**src/rtl/cdb_arbiter_pkg.sv**
```systemverilog
// ---------------------------------------------------------------------------
// rv32i_types (CDB slice)
// Shared types and constants for the common-data-bus writeback path.
//   NUM_CDB_REQ   : number of writeback requesters on the CDB
//   CDB_ALU/MUL/DIV : requester indices
//   cdb_req_t     : one writeback result as handed to the CDB arbiter
//   cdb_next_ptr  : round-robin pointer successor with wrap
// ---------------------------------------------------------------------------
package rv32i_types;

  localparam int NUM_CDB_REQ   = 3;
  localparam int CDB_ALU       = 0;
  localparam int CDB_MUL       = 1;
  localparam int CDB_DIV       = 2;

  localparam int CDB_ROB_IDX_W = 5;
  localparam int CDB_DATA_W    = 32;

  typedef struct packed {
    logic                     valid;
    logic [4:0]               rd_addr;
    logic [CDB_ROB_IDX_W-1:0] rob_idx;
    logic [CDB_DATA_W-1:0]    data;
  } cdb_req_t;

  // Successor of a granted index: one above the winner, wrapping to 0.
  function automatic int cdb_next_ptr(input int w, input int n);
    return (w == n - 1) ? 0 : w + 1;
  endfunction

endpackage

```
**src/rtl/cdb_arbiter_rr_arbiter.sv**
```systemverilog
// ---------------------------------------------------------------------------
// rr_arbiter
// Combinational round-robin arbiter. Searches req upward starting at ptr,
// wrapping past the top, and returns the first set bit.
//   req    in  NUM_REQ  request vector
//   ptr    in  IDX_W    index with highest priority this cycle
//   grant  out NUM_REQ  one-hot grant, zero when req is zero
//   winner out IDX_W    index of the granted bit (0 when no grant)
// ---------------------------------------------------------------------------
module rr_arbiter #(
  parameter int NUM_REQ = 3,
  parameter int IDX_W   = $clog2(NUM_REQ)
) (
  input  logic [NUM_REQ-1:0] req,
  input  logic [IDX_W-1:0]   ptr,
  output logic [NUM_REQ-1:0] grant,
  output logic [IDX_W-1:0]   winner
);

  logic [2*NUM_REQ-1:0] req_dbl;
  logic [2*NUM_REQ-1:0] masked;
  logic                 found;

  // Requests are laid out twice side by side; masking off everything below
  // ptr leaves the upper copy to supply the wrapped-around candidates, so a
  // single LSB-first scan gives the round-robin winner.
  // NOTE: always_comb uses blocking '=' and gives every output a default up
  // front; a path that skips an assignment would otherwise infer a latch.
  always_comb begin
    req_dbl = {req, req};
    masked  = '0;
    grant   = '0;
    winner  = '0;
    found   = 1'b0;
    for (int b = 0; b < 2 * NUM_REQ; b++) begin
      masked[b] = req_dbl[b] && (b >= int'(ptr));
    end
    for (int b = 0; b < 2 * NUM_REQ; b++) begin
      if (masked[b] && !found) begin
        found                 = 1'b1;
        grant[b % NUM_REQ]    = 1'b1;
        winner                = IDX_W'(b % NUM_REQ);
      end
    end
  end

endmodule

```
**src/rtl/cdb_arbiter.sv**
```systemverilog
// ---------------------------------------------------------------------------
// cdb_arbiter
// Shares the common data bus among NUM_REQ writeback requesters. Each
// requester owns a one-entry holding slot filled by a valid/ready handshake;
// every cycle one occupied slot is granted and broadcast to the ROB and RS.
//
// Build option: CDB_AGE_PRIORITY_EN
//   defined   : grant the oldest slot, age = rob_idx - rob_head_addr (mod
//               2^ROB_IDX_W), ties to the lowest index
//   undefined : round-robin from rr_ptr; rob_head_addr is ignored
//
// Ports:
//   clk, rst       clock, asynchronous active-high reset
//   req_valid      per-requester result valid
//   req_ready      per-requester slot can accept
//   req_rd_addr    flattened rd, requester i at [5i+4:5i]
//   req_rob_idx    flattened ROB index
//   req_data       flattened result data
//   flush          pipeline flush: no broadcast, slots cleared, inputs dropped
//   rob_head_addr  ROB head (age-priority build only)
//   cdb_valid, cdb_rd_addr, cdb_rob_idx, cdb_data, cdb_src  broadcast
// ---------------------------------------------------------------------------
module cdb_arbiter
  import rv32i_types::*;
#(
  parameter int NUM_REQ   = NUM_CDB_REQ,
  parameter int ROB_IDX_W = CDB_ROB_IDX_W,
  parameter int DATA_W    = CDB_DATA_W,
  parameter int SRC_W     = $clog2(NUM_REQ)
) (
  input  logic                           clk,
  input  logic                           rst,
  input  logic [NUM_REQ-1:0]             req_valid,
  output logic [NUM_REQ-1:0]             req_ready,
  input  logic [NUM_REQ*5-1:0]           req_rd_addr,
  input  logic [NUM_REQ*ROB_IDX_W-1:0]   req_rob_idx,
  input  logic [NUM_REQ*DATA_W-1:0]      req_data,
  input  logic                           flush,
  input  logic [ROB_IDX_W-1:0]           rob_head_addr,
  output logic                           cdb_valid,
  output logic [4:0]                     cdb_rd_addr,
  output logic [ROB_IDX_W-1:0]           cdb_rob_idx,
  output logic [DATA_W-1:0]              cdb_data,
  output logic [SRC_W-1:0]               cdb_src
);

  logic [NUM_REQ-1:0]   occ_q, occ_d;
  logic [4:0]           rd_q   [NUM_REQ];
  logic [4:0]           rd_d   [NUM_REQ];
  logic [ROB_IDX_W-1:0] rob_q  [NUM_REQ];
  logic [ROB_IDX_W-1:0] rob_d  [NUM_REQ];
  logic [DATA_W-1:0]    data_q [NUM_REQ];
  logic [DATA_W-1:0]    data_d [NUM_REQ];

  logic [NUM_REQ-1:0]   grant;
  logic [NUM_REQ-1:0]   capture;
  logic [SRC_W-1:0]     win_idx;

  // A slot frees up in the same cycle it is granted, so the producer can
  // refill it at that edge and sustain one result per cycle.
  assign req_ready = {NUM_REQ{!rst && !flush}} & (~occ_q | grant);
  assign capture   = req_valid & req_ready;

`ifdef CDB_AGE_PRIORITY_EN
  logic [ROB_IDX_W-1:0] age;
  logic [ROB_IDX_W-1:0] best_age;
  logic                 found;

  // Ascending scan with strict '<' keeps the lowest index on equal ages.
  always_comb begin
    grant    = '0;
    win_idx  = '0;
    age      = '0;
    best_age = '0;
    found    = 1'b0;
    for (int i = 0; i < NUM_REQ; i++) begin
      age = rob_q[i] - rob_head_addr;
      if (occ_q[i] && (!found || age < best_age)) begin
        found    = 1'b1;
        best_age = age;
        win_idx  = SRC_W'(i);
      end
    end
    if (found) grant[win_idx] = 1'b1;
  end
`else
  logic [SRC_W-1:0] rr_ptr_q, rr_ptr_d;
  logic             unused_rob_head;

  assign unused_rob_head = ^rob_head_addr;

  rr_arbiter #(
    .NUM_REQ (NUM_REQ),
    .IDX_W   (SRC_W)
  ) u_rr_arbiter (
    .req    (occ_q),
    .ptr    (rr_ptr_q),
    .grant  (grant),
    .winner (win_idx)
  );

  // A flushed grant never reached the bus, so it does not advance priority.
  always_comb begin
    rr_ptr_d = rr_ptr_q;
    if (|grant && !flush) begin
      rr_ptr_d = (win_idx == SRC_W'(NUM_REQ - 1)) ? '0 : win_idx + SRC_W'(1);
    end
  end

  // NOTE: sequential state uses non-blocking '<=' so every flop samples the
  // pre-edge values regardless of statement order.
  always_ff @(posedge clk or posedge rst) begin
    if (rst) rr_ptr_q <= '0;
    else     rr_ptr_q <= rr_ptr_d;
  end
`endif

  // Capture wins over the grant-clear so a same-edge refill keeps occ set;
  // flush overrides both.
  always_comb begin
    occ_d = occ_q;
    for (int i = 0; i < NUM_REQ; i++) begin
      rd_d[i]   = rd_q[i];
      rob_d[i]  = rob_q[i];
      data_d[i] = data_q[i];
      if (grant[i]) occ_d[i] = 1'b0;
      if (capture[i]) begin
        occ_d[i]  = 1'b1;
        rd_d[i]   = req_rd_addr[5*i +: 5];
        rob_d[i]  = req_rob_idx[ROB_IDX_W*i +: ROB_IDX_W];
        data_d[i] = req_data[DATA_W*i +: DATA_W];
      end
    end
    if (flush) occ_d = '0;
  end

  always_ff @(posedge clk or posedge rst) begin
    if (rst) occ_q <= '0;
    else     occ_q <= occ_d;
  end

  // NOTE: slot payloads carry no reset; occ_q alone says whether a slot
  // holds anything, and the bus outputs are zeroed whenever nothing is granted.
  always_ff @(posedge clk) begin
    for (int i = 0; i < NUM_REQ; i++) begin
      rd_q[i]   <= rd_d[i];
      rob_q[i]  <= rob_d[i];
      data_q[i] <= data_d[i];
    end
  end

  always_comb begin
    cdb_valid   = |grant && !flush;
    cdb_rd_addr = '0;
    cdb_rob_idx = '0;
    cdb_data    = '0;
    cdb_src     = '0;
    if (|grant) begin
      cdb_rd_addr = rd_q[win_idx];
      cdb_rob_idx = rob_q[win_idx];
      cdb_data    = data_q[win_idx];
      cdb_src     = win_idx;
    end
  end

endmodule

```
**config.mk**
```make
export PLATFORM = sky130hd
export DESIGN_NAME = cdb_arbiter
export DESIGN_NICKNAME = d
export VERILOG_FILES = /design/src/rtl/cdb_arbiter_pkg.sv /design/src/rtl/cdb_arbiter_rr_arbiter.sv /design/src/rtl/cdb_arbiter.sv
export SDC_FILE = /design/constraint.sdc
export NUM_CORES = 1
export LEC_CHECK = 0
export CAP_MARGIN = 20
export CORE_MARGIN = 2
export CORE_UTILIZATION = 38
export CTS_CLUSTER_DIAMETER = 30
export DETAILED_ROUTE_END_ITERATION = 8
export PLACE_DENSITY = 0.68
export SLEW_MARGIN = 20
export SYNTH_ARGS = -nofsm -noshare
export SYNTH_HDL_FRONTEND = slang
export SYNTH_SLANG_ARGS = --single-unit
```
**constraint.sdc**
```tcl
create_clock -name clk -period 6.4 [get_ports clk]
set_input_delay 1.28 -clock clk [delete_from_list [all_inputs] [get_ports clk]]
set_output_delay 1.28 -clock clk [all_outputs]
set_load 0.05 [all_outputs]
```
==> results of run 1 <==
-- kinds of logic after synthesis --
kind of cell	count (synthesis)	synth area share (%)
DFF	131	69.8
buffers and inverters	36	3.46
AOI/OAI and AO/OA	96	13.8
muxes	42	7.51
and+or+nand+nor	70	5.45
-- layer usage --
layer	wire length (um)	vias to the layer above
met3	952	13
li1	-	1856
met2	7310	145
met4	174	0
met5	0	-
met1	6110	1964
-- power by group --
group | leakage (nW) | switching [mW] | internal, mW
combinational | 1.41 | 0.221 | 0.165
clock | 0.261 | 0.344 | 0.566
sequential | 1.22 | 0.0236 | 0.975
total | 2.89 | 0.589 | 1.71
-- cell usage after synthesis (all sizes together), types with 3 or more instances --
library cell / count
nand2: 8
a21oi: 3
clkbuf: 21
nor2: 48
buf: 11
a211oi: 42
and3: 4
dfrtp: 5
o21ai: 4
a2111oi: 42
inv: 4
mux2i: 42
and2: 3
edfxtp: 126
nor2b: 3
-- worst register-to-register path: cells and delay by family, from the launching register on --
kind            cells  cell delay [ns]
compound gates      1             0.45
flops               1             1.02
simple gates        2             1.21
-- final cells by class --
type,instances,area share [%]
repair buffers,181,22.4
well taps,184,2.86
clock inverters,11,1.41
multi-input cells,208,19.1
inverters,4,0.186
clock buffers,20,5.42
flip-flops and latches,131,48.6
-- sequential cells by signal, summed over array words and instances (netlist names) --
register / count
rr_ptr_q: 2
data_q: 96
rob_q: 15
occ_q: 3
rd_q: 15
-- per-stage QoR --
stage / setup slack [ns] / area, um2 / total power [mW] / std cells / hold slack (ns)
after detailed placement: 1.58 / 7490 / 1.40 / 708 / 0.600
after global routing: 0.962 / 8050 / 2.37 / 739 / 0.659
final: 1.22 / 8050 / 2.29 / 739 / 0.619
after CTS: 1.11 / 8040 / 2.32 / 739 / 0.609
after floorplan: 2.78 / 5600 / 1.23 / 375 / 0.540
after global placement: 1.73 / 7490 / 1.40 / 708 / 0.573
-- worst max path at each step --
stage	from	end	slack, ns	depth (start not counted)
3_3_place_gp	occ_q[0]	cdb_data[18]	1.73	6
5_1_grt	occ_q[0]	cdb_data[7]	0.96	6
4_1_cts	occ_q[0]	cdb_data[7]	1.11	6
3_5_place_dp	occ_q[0]	cdb_data[7]	1.58	6
2_1_floorplan	flush	data_q[0][0]	2.78	4
6_report	occ_q[0]	cdb_data[7]	1.22	6
==> out/qor.csv, run 1 <==
metric,value,unit
outcome,finished clean,
powerDensity,285,mW/mm2
grt_max_degree,51,
routed_via_density,5.38,
cts_resized,0,
use_met1,23.2,%
hold_depth,2,
grt_setup_unrepaired,no,
syn-mean-instance-area,14.9,um2
async_flop_share,3.82,%
final_net_count,680,
clockBufferDepth,2,
tns,0,ns
met3_usage,5.65,%
area_growth,43.8,%
hold_end,rr_ptr_q[0],
cts_setup_buffers,0,
wl_per_cell,19.7,um
r2r_end,data_q[1][30],
max_stage_delay,0.87,ns
synthDistinctLibCells,30,
cp-end-kind,output pin,
seq_area,0.00391,mm2
ff2ff_setup_slack,3.37,ns
met2_usage,32.9,%
holdBufCountCts,0,
setup_viol,0,
fillerInstances,1161,
grt_pass1_vias,4254,
drtIter0Drc,260,
ys_warn_count,0,
fin_crit_sh,81.0,%
drive_gt1_share,7.39,%
vdd_drop_max,173,uV
synth.top_cell.area_share,67.6,%
syn_area,0.00560,mm2
cp_data_required_time,5.12,ns
max_cap_violations,0,
cts_tree,done,
worstSkewPairLatency,0.41,ns
cellLeakagePower,2.89,nW
hold_violations,0,
clock_skew,0.00854,ns
path_class,register to output pin,
globalplace.congestion,0.746,
crit_family,buffers and inverters,
path_buf_inv,3,
busiest_layer,met2,
synth-edff-count,126,
htreeDepth,4,
drt_pass1_iterations,4,
post_synth_main_area_contributors,"edfxtp_1 68%, mux2i_1 7.5%, a2111oi_0 6.6%, a211oi_1 5.6%, nor2_1 3.2%",
multi_input_area,0.00154,mm2
gr-usage-all-layers,19.1,%
hp-start,rr_ptr_q[0],
drcViolationCount,0,
die_y,125,um
syn_inst,375,
timing.fmax,0.193,GHz
yosysTopAreaCell,edfxtp_1,
core.rowCount,44,
hpwl,8740,um
io_buffer_count,179,
min_period,5.18,ns
numCtsBuffers,17,
ys_seq_area_share,69.8,%
timing.rr.start,occ_q[2],
grt_pass1_wl,22900,um
critPathLaunchType,register,
hold_class,register to register,
core,0.0145,mm2
cp.arrival,3.90,ns
r2r_cells,3,
antenna_cells,0,
vias,3978,
final_cell_mix,"179 x clkdlybuf4s50_1, 126 x edfxtp_1, 46 x nor2_1",
overflow,0,
worst-slew-pin-transition,1.06,ns
path_max_fanout,22,
cts.sinks,131,
synth_flop_cell,edfxtp_1,
initial_utilization,38.7,%
cts_root_buf,clkbuf_16,
synth-seq-cells,131,
die_area,0.0157,mm2
slew_headroom,29.1,%
finish.utilization,55.6,%
final_common_cell,clkdlybuf4s50_1,
ios,185,
cp_slowest_cell,o21ai_4,
finalMaxSlewViolations,0,
path_clk_slew,0.06,ns
dieWidth,125,um
crit_chain,inv_1 -> o21ai_4 -> buf_4 -> mux2i_1 -> a211oi_1 -> clkdlybuf4s50_1,
antenna_found_initial,0,
wirelength,14500,um
ant_nets,0,
syn_nets,512,
(Power assumes the default switching activity.)
==> inputs of run 2 (changes only) <==
==> constraint.sdc (replaced) <==
create_clock -name clk -period 5.19 [get_ports clk]
set_input_delay 1.038 -clock clk [delete_from_list [all_inputs] [get_ports clk]]
set_output_delay 1.038 -clock clk [all_outputs]
set_load 0.05 [all_outputs]
==> out/qor.csv, run 2 (same netlist as run 1, synthesis figures left out) <==
metric,value,unit
worst-slew-pin-transition,1.04,ns
timing.fmax,0.219,GHz
core,0.0145,mm2
final_cell_count_no_fill,743,
hold_violations,0,
ant_nets,0,
fin_crit_sh,88.1,%
grt_max_degree,51,
dp_worst_setup_slack,1.04,ns
vdd_drop_max,361,uV
die_area,0.0157,mm2
clock_skew,0.00881,ns
cts_setup_buffers,0,
max_stage_delay,0.86,ns
fin_ws,0.619,ns
cts_tree,done,
finish.utilization,56.8,%
crit_chain,inv_1 -> o21ai_4 -> buf_12 -> mux2i_1 -> a211oi_1 -> clkdlybuf4s50_1,
powerDensity,372,mW/mm2
drive_gt1_share,8.41,%
final_cell_mix,"179 x clkdlybuf4s50_1, 126 x edfxtp_1, 46 x nor2_1",
area_growth,46.8,%
htreeDepth,4,
largestRegisters,"data_q (96), rd_q (15), rob_q (15)",
drt_pass1_iterations,4,
grt_pass1_vias,4413,
tns,0,ns
cp.arrival,3.53,ns
wirelength,15000,um
numCtsBuffers,17,
core.rowCount,44,
drcViolationCount,0,
ios,185,
cp-end-kind,output pin,
cp_data_required_time,4.15,ns
initial_utilization,38.7,%
cp_slowest_cell,clkdlybuf4s50_1,
path_buf_inv,3,
antenna_found_initial,0,
setup_viol,0,
die_y,125,um
slew_headroom,30.6,%
wl_per_cell,20.2,um
path_class,register to output pin,
holdBufCountCts,0,
cts_root_buf,clkbuf_16,
path_clk_slew,0.06,ns
overflow,0,
crit_family,buffers and inverters,
finalMaxSlewViolations,0,
clockBufferDepth,2,
final_common_cell,clkdlybuf4s50_1,
dieWidth,125,um
gr-usage-all-layers,19.6,%
worstSkewPairLatency,0.41,ns
cts_resized,0,
hpwl,8990,um
globalplace.congestion,0.746,
grt_pass1_wl,23600,um
dp.cells,710,
min_period,4.57,ns
max_cap_violations,0,
cts.sinks,131,
hold_class,register to register,
path_max_fanout,22,
routed_via_density,5.41,
io_buffer_count,179,
vias,4019,
cellLeakagePower,2.97,nW
critPathLaunchType,register,
largest_reg_flops,96,
regMostFlops,data_q,
drtIter0Drc,213,
outcome,finished clean,
grt_setup_unrepaired,no,
final_net_count,683,
antenna_cells,0,
==> run 2: cell count changes in the layout (fill, tap and decap cells not counted) <==
cell	previous run	this run
buf_12	0	1
clkinv_2	3	1
clkbuf_1	3	2
inv_6	0	1
buf_4	2	3
clkinvlp_4	3	1
buf_16	0	1
clkinv_4	1	3
clkinv_1	2	1
bufinv_16	2	6
==> run 2: worst paths after layout <==
kind | start | to | slack, ns | cells past startpoint
max reg2reg | occ_q[2] | data_q[1][2] | 2.29 | 3
max in group asynchronous | rst | occ_q[2] | 4.03 | 2
max | occ_q[0] | cdb_data[10] | 0.62 | 6
min reg2reg | rr_ptr_q[0] | rr_ptr_q[0] | 0.62 | 2
min in group asynchronous | rst | occ_q[0] | 0.92 | 2
min | rr_ptr_q[0] | rr_ptr_q[0] | 0.62 | 2
==> run 2: routing by layer <==
metal	track usage (%)	wire, um
met1	23.9	6390
met2	33.0	7580
met3	6.29	836
met4	6.99	180
met5	0	0
==> run 2: area by class of cell <==
cell class              count  area (um2)
clock buffers              19         433
multi-input cells         208        1540
inverters                   4        15.0
repair buffers            184        1860
well taps                 184         230
flip-flops and latches    131        3910
fillers                  1146        6260
clock inverters            13         231
==> run 2: power by group <==
part	total, mW	switching (mW)	internal [mW]
sequential	1.23	0.0252	1.20
combinational	0.487	0.280	0.207
clock	1.35	0.444	0.902
total	3.06	0.749	2.31
==> run 2: tightest hold or removal path, delay by kind of cell, from the launching register on <==
family	cells	cell delay [ns]
DFF	1	0.42
AOI/OAI and AO/OA	1	0.10
and+or+nand+nor	1	0.06
==> run 2: through the flow <==
step	power (mW)	hold slack, ns	instance area (um2)
3_3_place_gp	1.72	0.575	7520
4_1_cts	3.08	0.615	8180
2_1_floorplan	1.52	0.540	5600
6_report	3.06	0.619	8220
5_1_grt	3.16	0.651	8220
3_5_place_dp	1.73	0.605	7520
==> inputs of run 3 (changes only) <==
--- a/config.mk
+++ b/config.mk
@@ -6,10 +6,11 @@
 export NUM_CORES = 1
 export LEC_CHECK = 0
 export CAP_MARGIN = 20
-export CORE_MARGIN = 2
+export CORE_MARGIN = 10
 export CORE_UTILIZATION = 38
 export CTS_CLUSTER_DIAMETER = 30
 export DETAILED_ROUTE_END_ITERATION = 8
+export GPL_TIMING_DRIVEN = 0
 export PLACE_DENSITY = 0.68
 export SLEW_MARGIN = 20
 export SYNTH_ARGS = -nofsm -noshare
==> out/qor.csv, run 3 (same netlist as run 1, synthesis figures left out) <==
metric,value,unit
crit_chain,clkbuf_1 -> nand2_1 -> clkbuf_1 -> nor2_1 -> a211oi_1 -> clkdlybuf4s50_1,
wl_met3,1180,um
finish.utilization,56.7,%
io_buffer_count,178,
cp_data_required_time,4.15,ns
initial_utilization,38.7,%
timing.fmax,0.237,GHz
hold_class,register to register,
finalMaxSlewViolations,0,
globalplace.congestion,0.814,
cts_resized,0,
dieWidth,141,um
vdd_drop_max,197,uV
fillerInstances,1193,
final_net_count,712,
powerDensity,341,mW/mm2
crit_top_cell,clkbuf_1,
largestRegisters,"data_q (96), rd_q (15), rob_q (15)",
hold_violations,0,
path_max_fanout,10,
finalPower,2.80,mW
r2r_cells,5,
placed_cell_area,0.00769,mm2
clockBufferDepth,2,
cp_slowest_cell,clkdlybuf4s50_1,
cp-end-kind,output pin,
hold_ws,0.654,ns
die_area,0.0200,mm2
ff2ff_setup_slack,2.73,ns
die_y,141,um
final_common_cell,clkdlybuf4s50_1,
wl_met2,8200,um
drive_gt1_share,7.82,%
numCtsBuffers,17,
wl_per_cell,21.3,um
final_cell_mix,"178 x clkdlybuf4s50_1, 126 x edfxtp_1, 48 x nor2_1",
max_cap_violations,0,
drt_pass1_iterations,4,
antenna_found_initial,0,
outcome,finished clean,
fin_crit_sh,81.2,%
antenna_cells,0,
core,0.0145,mm2
cts_setup_buffers,0,
design_area,0.00822,mm2
cellLeakagePower,2.98,nW
core.rowCount,44,
cts_root_buf,clkbuf_16,
cts.sinks,131,
grt_setup_unrepaired,no,
area_growth,46.7,%
grt_pass1_wl,24600,um
overflow,0,
hold_depth,2,
grt_max_degree,24,
setup_viol,0,
ios,185,
drtIter0Drc,182,
regMostFlops,data_q,
clock_skew,0.0103,ns
seq_area,0.00391,mm2
vias,4036,
routed_via_density,5.23,
tns,0,ns
top_layer,met4,
gr-usage-all-layers,16.1,%
min_period,4.22,ns
critPathLaunchType,register,
max_stage_delay,0.87,ns
multi_input_area,0.00150,mm2
worstSkewPairLatency,0.42,ns
largest_reg_flops,96,
htreeDepth,4,
path_class,register to output pin,
cts_tree,done,
cp.arrival,3.18,ns
grt_pass1_vias,4311,
slew_headroom,56.6,%
holdBufCountCts,0,
wl_met1,6810,um
ant_nets,0,
drcViolationCount,0,
hpwl,12000,um
path_clk_slew,0.06,ns
worst-slew-pin-transition,0.650,ns
wirelength,16400,um
-- run 3: layout make-up --
class,count,area share (%)
Buffer,32,2.18
Multi-Input combinational cell,208,18.3
Inverter,4,0.183
Tap cell,184,2.80
Sequential cell,131,47.6
Clock buffer,18,5.22
Timing Repair Buffer,181,22.6
Clock inverter,14,1.17
-- run 3: final timing paths --
path | from | endpoint
setup / recovery | occ_q[2] | cdb_data[7]
hold / removal | rr_ptr_q[1] | rr_ptr_q[1]
setup reg to reg | rr_ptr_q[1] | rob_q[1][3]
hold reg to reg | rr_ptr_q[1] | rr_ptr_q[1]
max in group asynchronous | rst | occ_q[2]
min in group asynchronous | rst | occ_q[1]
-- run 3: worst max-delay path: cells and delay by family (launching register included) --
family / cells / cell delay [ns]
and+or+nand+nor: 2 / 0.46
DFF: 1 / 0.43
AOI/OAI and AO/OA: 1 / 0.30
buffers and inverters: 3 / 1.58
-- run 3: stage by stage --
| stage | cells | setup WS [ns] |
|---|---|---|
| floorplan | 375 | 1.81 |
| global placement | 737 | 1.19 |
| detailed placement | 740 | 1.36 |
| CTS | 772 | 0.893 |
| global route | 772 | 0.711 |
| finish | 772 | 0.975 |
-- run 3: metal layers --
metal  track usage (%)  vias up
li1                  -     1921
met1              19.0     1939
met2              26.2      151
met3              6.01       25
met4              5.59        0
met5                 0        -
-- run 3: report_power, final --
part | switching [mW] | internal [mW]
logic | 0.287 | 0.213
registers | 0.0202 | 1.20
clock network | 0.435 | 0.643
total | 0.742 | 2.06
